File: config.mk
export PLATFORM = sky130hd
export DESIGN_NAME = multi_clk_div
export DESIGN_NICKNAME = d
export VERILOG_FILES = /design/src/rtl/multi_clk_div.sv
export SDC_FILE = /design/constraint.sdc
export NUM_CORES = 1
export LEC_CHECK = 0
export CAP_MARGIN = 20
export CORE_MARGIN = 2
export CORE_UTILIZATION = 30
export DETAILED_ROUTE_END_ITERATION = 12
export SYNTH_ARGS = -nofsm -noshare
export SYNTH_HDL_FRONTEND = slang
export SYNTH_SLANG_ARGS = --single-unit
File: constraint.sdc
create_clock -name clk_in -period 4.7 [get_ports clk_in]
set_input_delay 0.94 -clock clk_in [delete_from_list [all_inputs] [get_ports clk_in]]
set_output_delay 0.94 -clock clk_in [all_outputs]
set_load 0.02 [all_outputs]
File: src/rtl/multi_clk_div.sv
// Multi-channel programmable clock divider.
// Each channel divides clk_in by 2*(div+1). clk_out is a 50% duty square wave
// and tick is a one-cycle strobe in the cycle clk_out toggles.
// New divisors go into a per-channel shadow register first. They take effect at
// the next wrap, or at a sync pulse, so a half-period already in progress is
// never cut short.
module multi_clk_div #(
    parameter int CHANNELS    = 2,
    parameter int WIDTH       = 32,
    parameter int DEFAULT_DIV = 500000
) (
    input  logic                clk_in,
    input  logic                rst,
    input  logic [CHANNELS-1:0] en,
    input  logic                sync,
    input  logic                ld_valid,
    input  logic [3:0]          ld_ch,
    input  logic [WIDTH-1:0]    ld_div,
    output logic                ld_ready,
    output logic [CHANNELS-1:0] clk_out,
    output logic [CHANNELS-1:0] tick
);

    localparam logic [WIDTH-1:0] RESET_DIV = WIDTH'(DEFAULT_DIV);

    logic [WIDTH-1:0]    cnt      [CHANNELS];
    logic [WIDTH-1:0]    div      [CHANNELS];
    logic [WIDTH-1:0]    pend_div [CHANNELS];
    logic [CHANNELS-1:0] pend;

    // pend widened to the full 4-bit channel index range so that an
    // out-of-range ld_ch never indexes past the real flags
    logic [15:0] pend_wide;
    logic        ch_in_range;
    logic        accept;

    assign pend_wide   = 16'(pend);
    assign ch_in_range = ({28'd0, ld_ch} < 32'(CHANNELS));
    assign ld_ready    = ch_in_range && !pend_wide[ld_ch] && !rst;
    assign accept      = ld_valid && ld_ready;

    // Per-channel counting, wrapping, divisor swap and load capture
    always_ff @(posedge clk_in) begin
        for (int i = 0; i < CHANNELS; i++) begin
            if (rst) begin
                cnt[i]      <= '0;
                div[i]      <= RESET_DIV;
                pend_div[i] <= '0;
                pend[i]     <= 1'b0;
                clk_out[i]  <= 1'b0;
                tick[i]     <= 1'b0;
            end else begin
                if (sync) begin
                    cnt[i]     <= '0;
                    clk_out[i] <= 1'b0;
                    tick[i]    <= 1'b0;
                    if (pend[i]) begin
                        div[i]  <= pend_div[i];
                        pend[i] <= 1'b0;
                    end
                end else if (en[i]) begin
                    if (cnt[i] == div[i]) begin
                        cnt[i]     <= '0;
                        clk_out[i] <= ~clk_out[i];
                        tick[i]    <= 1'b1;
                        if (pend[i]) begin
                            div[i]  <= pend_div[i];
                            pend[i] <= 1'b0;
                        end
                    end else begin
                        cnt[i]  <= cnt[i] + WIDTH'(1);
                        tick[i] <= 1'b0;
                    end
                end else begin
                    tick[i] <= 1'b0;
                end

                // A load is only accepted while pend is clear, so it never
                // collides with the swap above. A load taken on a wrap or sync
                // edge therefore waits for the following wrap or sync.
                if (accept && (ld_ch == 4'(i))) begin
                    pend_div[i] <= ld_div;
                    pend[i]     <= 1'b1;
                end
            end
        end
    end

endmodule
==> results of run 1 <==
-- final cells by class --
cell class	instances	area [um^2]	area share
multi-input cells	533	3220	0.298
well taps	396	495	0.0458
flip-flops and latches	198	5890	0.545
clock inverters	14	159	0.0147
inverters	14	52.6	0.00486
clock buffers	17	425	0.0394
repair buffers	60	566	0.0523
-- cell families after synthesis --
logic type / share of synthesized area
AO/OA/AOI/OAI: 0.00819
XOR/XNOR: 0.116
adder cells (fa/ha/maj): 0.00268
buffers and inverters: 0.0251
flip-flops: 0.631
multiplexers: 0.00215
AND/OR/NAND/NOR: 0.214
-- power groups by stage --
| stage | Clock, uW | Sequential [uW] | Combinational, uW |
|---|---|---|---|
| after floorplan | 0 | 2080 | 110 |
| after global placement | 0 | 2110 | 180 |
| after detailed placement | 0 | 2110 | 182 |
| after CTS | 1500 | 2070 | 183 |
| after global routing | 1570 | 2080 | 198 |
| final | 1480 | 2070 | 181 |
-- layer usage --
metal  wire, um  GRT usage  up-vias
met3        983     0.0230        8
met4        155     0.0355        0
met1      10700      0.199     2809
met5          0          0        -
li1           -          -     2807
met2       8060      0.168      181
-- registers in the layout, indices dropped and copies added (netlist names) --
name      count
clk_out       2
tick          2
pend          2
cnt          64
pend_div     64
div          64
-- cells in the mapped netlist, types with 9 or more instances --
cell,n
and2_1,66
clkbuf_1,22
edfxtp_1,192
inv_1,14
nand2_1,72
nand3_1,24
nand4_1,27
nor2_1,129
nor3_1,11
nor4_1,25
or3_1,9
xnor2_1,72
xor2_1,52
-- worst min-delay path: stages, from the launching register on --
cell     delay [ps]
dfxtp_1         320
nand2_1          50
mux2i_1          50
-- final timing paths --
| check | slack, ps | end | depth (start not counted) |
|---|---|---|---|
| max | 760 | ld_ready | 4 |
| max reg2reg | 1680 | div[0][5] | 6 |
| min reg2reg | 470 | clk_out[0] | 2 |
| min | 470 | clk_out[0] | 2 |
-- per-stage QoR --
stage / cell area, um^2 / cells / setup slack (ps)
after floorplan: 9320 / 782 / 1240
after global placement: 10200 / 1201 / 777
after detailed placement: 10200 / 1201 / 763
after CTS: 10800 / 1232 / 749
after global routing: 10800 / 1232 / 659
final: 10800 / 1232 / 757
==> metrics.cfg, run 1 <==
[outcome]
status=finished, final reports clean

[placed_design]
place_congestion=0.812
dp_hpwl_um=13900
port_buffers=46

[cts]
root_buffer=clkbuf_16
htree_levels=4
numClockSinks=198
post_cts_buffers=0
path_clk_slew_ps=70
cts_hold_buf=0
cts_tree=done
cts_made_buffers=17
clk-insertion-delay-late_ps=430
ctsResizeCount=0
clk_path_buf_depth=2

[global_routing]
grt_use_total=0.124
grt_start_max_net_pins=35
grt_pass1_vias=5602
antenna_found_initial=0
overflow=0
grt_pass1_wl_um=31700

[route]
viasPerCell=4.71
drc=0
wl_um=19900
wl_per_cell_um=16.2
first_pass_iters=5
ant_nets=0
vias=5805
first_iter_violations=554

[timing]
setup_viol=0
fin_crit_ps=3940
hold_viol=0
period_share=0.839
maxSlewHeadroom=0.297
final.setup.tns_ps=0
worst_pin_slew_ps=1040
rsz0062_at_grt=no
hold_ws_ps=469
fmax_mhz=254
drv_slew=0
clock_skew_ps=7.33

[floorplan]
coreArea_um2=30600
die_area_um2=32500
initial_core_util=0.305
die_h_um=180
chipWidth_um=180
rows=64
io_pins=47

[logic_synthesis]
synth_top_area_share=0.618
synthCells=782
syn_nets=826
synth_edf_count=192
postSynthAreaPerCell_um2=11.9
yosysTopAreaCell=edfxtp_1
synthDistinctLibCells=38
synth.area.top_cells=edfxtp_1, xnor2_1, nor2_1
yosysSeqAreaShare=0.631
ys_warn_count=0
synthFlopType=edfxtp_1
synth-async-reset-ratio=0
netlist_area_um2=9320
ys_ff_latch=198

[power_and_ir_drop]
p_comb_frac=0.049
swShare=0.217
power.total_uw=3730
switching_power_uw=807
p_int_uw=2920
power_leakage_uw=0.00346
pwr-share-clk=0.396
sequentialPowerShare=0.555
p_per_area_nw_per_um2=345
ir_worst_vdd_mv=0.264

[worst_setup_path]
worstPathRequired_ps=3760
arrival_ps=3000
crit_family=buffers and inverters
crit_path_end_kind=output pin
path_cells=clkdlybuf4s50_1 > or4_1 > a211oi_2 > clkdlybuf4s50_1
cp_max_fo=12
crit_path_start_kind=primary input
slowest_delay_ps=640
path_common_cell=clkdlybuf4s50_1
r2r_start=cnt[0][11]
cp-startpoint=rst
critPathKind=in -> out
crit_buf_inv=2
critPathSlowestCell=clkdlybuf4s50_1

[cells_and_area]
final_common_cell=edfxtp_1
fill_cells=3016
utilization=0.353
insertedDiodeCount=0
finalNetCount=868
drive_above_1_share=0.0694
syn_to_final_growth_pct=15.9
layout.cells.most_common_list=edfxtp_1, nor2_1, nand2_1, xnor2_1, and2_1

[min_path]
min_from=clk_out[0]
hold_class=reg -> reg

[job]
drv_cap=0

Power figures use the tool's default switching activity.
==> inputs of run 2 (changes only) <==
Clock period 4.7 ns to 4.07 ns, I/O delays scaled along.
==> metrics.cfg, run 2 (same netlist as run 1, synthesis figures left out) <==
[cts]
path_clk_slew_ps=70
post_cts_buffers=0
cts_tree=done
ctsResizeCount=0
cts_made_buffers=17
clk-insertion-delay-late_ps=430
clk_path_buf_depth=2
cts_hold_buf=0
root_buffer=clkbuf_16
numClockSinks=198
htree_levels=4

[cells_and_area]
layout.cells.most_common_list=edfxtp_1, nor2_1, nand2_1, xnor2_1, and2_1
utilization=0.352
insertedDiodeCount=0
finalNetCount=869
syn_to_final_growth_pct=15.5
final_common_cell=edfxtp_1
final_area_um2=10800
reg_top3=cnt x64, div x64, pend_div x64
drive_above_1_share=0.0716

[route]
ant_nets=0
drc=0
viasPerCell=4.67
first_pass_iters=7
wl_um=19900
wl_per_cell_um=16.2
vias=5761
first_iter_violations=644

[worst_setup_path]
rrSetupSlack_ps=1030
worstPathRequired_ps=3260
reg2regPathDepth=6
r2r_start=cnt[0][11]
cp_max_fo=2
crit_path_start_kind=primary input
crit_path_end_kind=output pin
arrival_ps=2650
critPathKind=in -> out
rr_endpoint=div[0][23]

[timing]
clock_skew_ps=9.95
final.setup.tns_ps=0
worst_pin_slew_ps=1050
period_share=0.850
fmax_mhz=289
drv_slew=0
maxSlewHeadroom=0.287
rsz0062_at_grt=no
fin_crit_ps=3460
hold_viol=0
setup_viol=0
fin_ws_ps=609

[floorplan]
initial_core_util=0.305
io_pins=47
chipWidth_um=180
die_area_um2=32500
coreArea_um2=30600
rows=64
die_h_um=180

[min_path]
hold_end=clk_out[0]
hold_class=reg -> reg
hold_path_depth=2
min_from=clk_out[0]

[power_and_ir_drop]
p_per_area_nw_per_um2=388
power.total_uw=4180
ir_worst_vdd_mv=0.284
power_leakage_uw=0.00345

[global_routing]
grt_start_max_net_pins=35
antenna_found_initial=0
grt_pass1_wl_um=32100
overflow=0
grt_pass1_vias=5647
grt_use_total=0.126

[outcome]
status=finished, final reports clean

[placed_design]
port_buffers=46
place_ws_ps=636
place_area_um2=10200
place_congestion=0.801
dp_hpwl_um=13900

[job]
drv_cap=0

==> run 2: worst max-delay path by stage <==
stage / to / start
finish: ld_ready / rst
global route: ld_ready / rst
CTS: ld_ready / rst
detailed placement: ld_ready / rst
global placement: ld_ready / rst
floorplan: div[1][0] / cnt[1][18]
==> run 2: per-stage QoR <==
step                instances  hold WS, ps
floorplan                 782          482
global placement         1202          451
detailed placement       1202          467
CTS                      1234          477
global route             1234          508
finish                   1234          471
==> run 2: where the power goes <==
group	total, uW	internal, uW	switching (uW)
logic	208	94.2	114
registers	2390	2320	70.5
clock network	1580	835	747
total	4180	3250	931
==> run 2: worst max-delay path, stage by stage <==
cell and delay, ps:
clkdlybuf4s50_1 410, or4_1 540, a211oi_2 240, clkdlybuf4s50_1 640
==> run 2: layout make-up <==
class	count	area (um^2)
Tap cell	396	495
Multi-Input combinational cell	533	3220
Clock buffer	17	425
Clock inverter	15	114
Timing Repair Buffer	61	573
Inverter	14	52.6
Fill cell	3051	19800
Sequential cell	198	5890
==> run 2: metal layers <==
layer / up-vias / wire [um] / track usage
met5: - / 0 / 0
met4: 0 / 193 / 0.0339
met3: 10 / 931 / 0.0267
met2: 139 / 8060 / 0.171
met1: 2798 / 10800 / 0.199
li1: 2814 / - / -
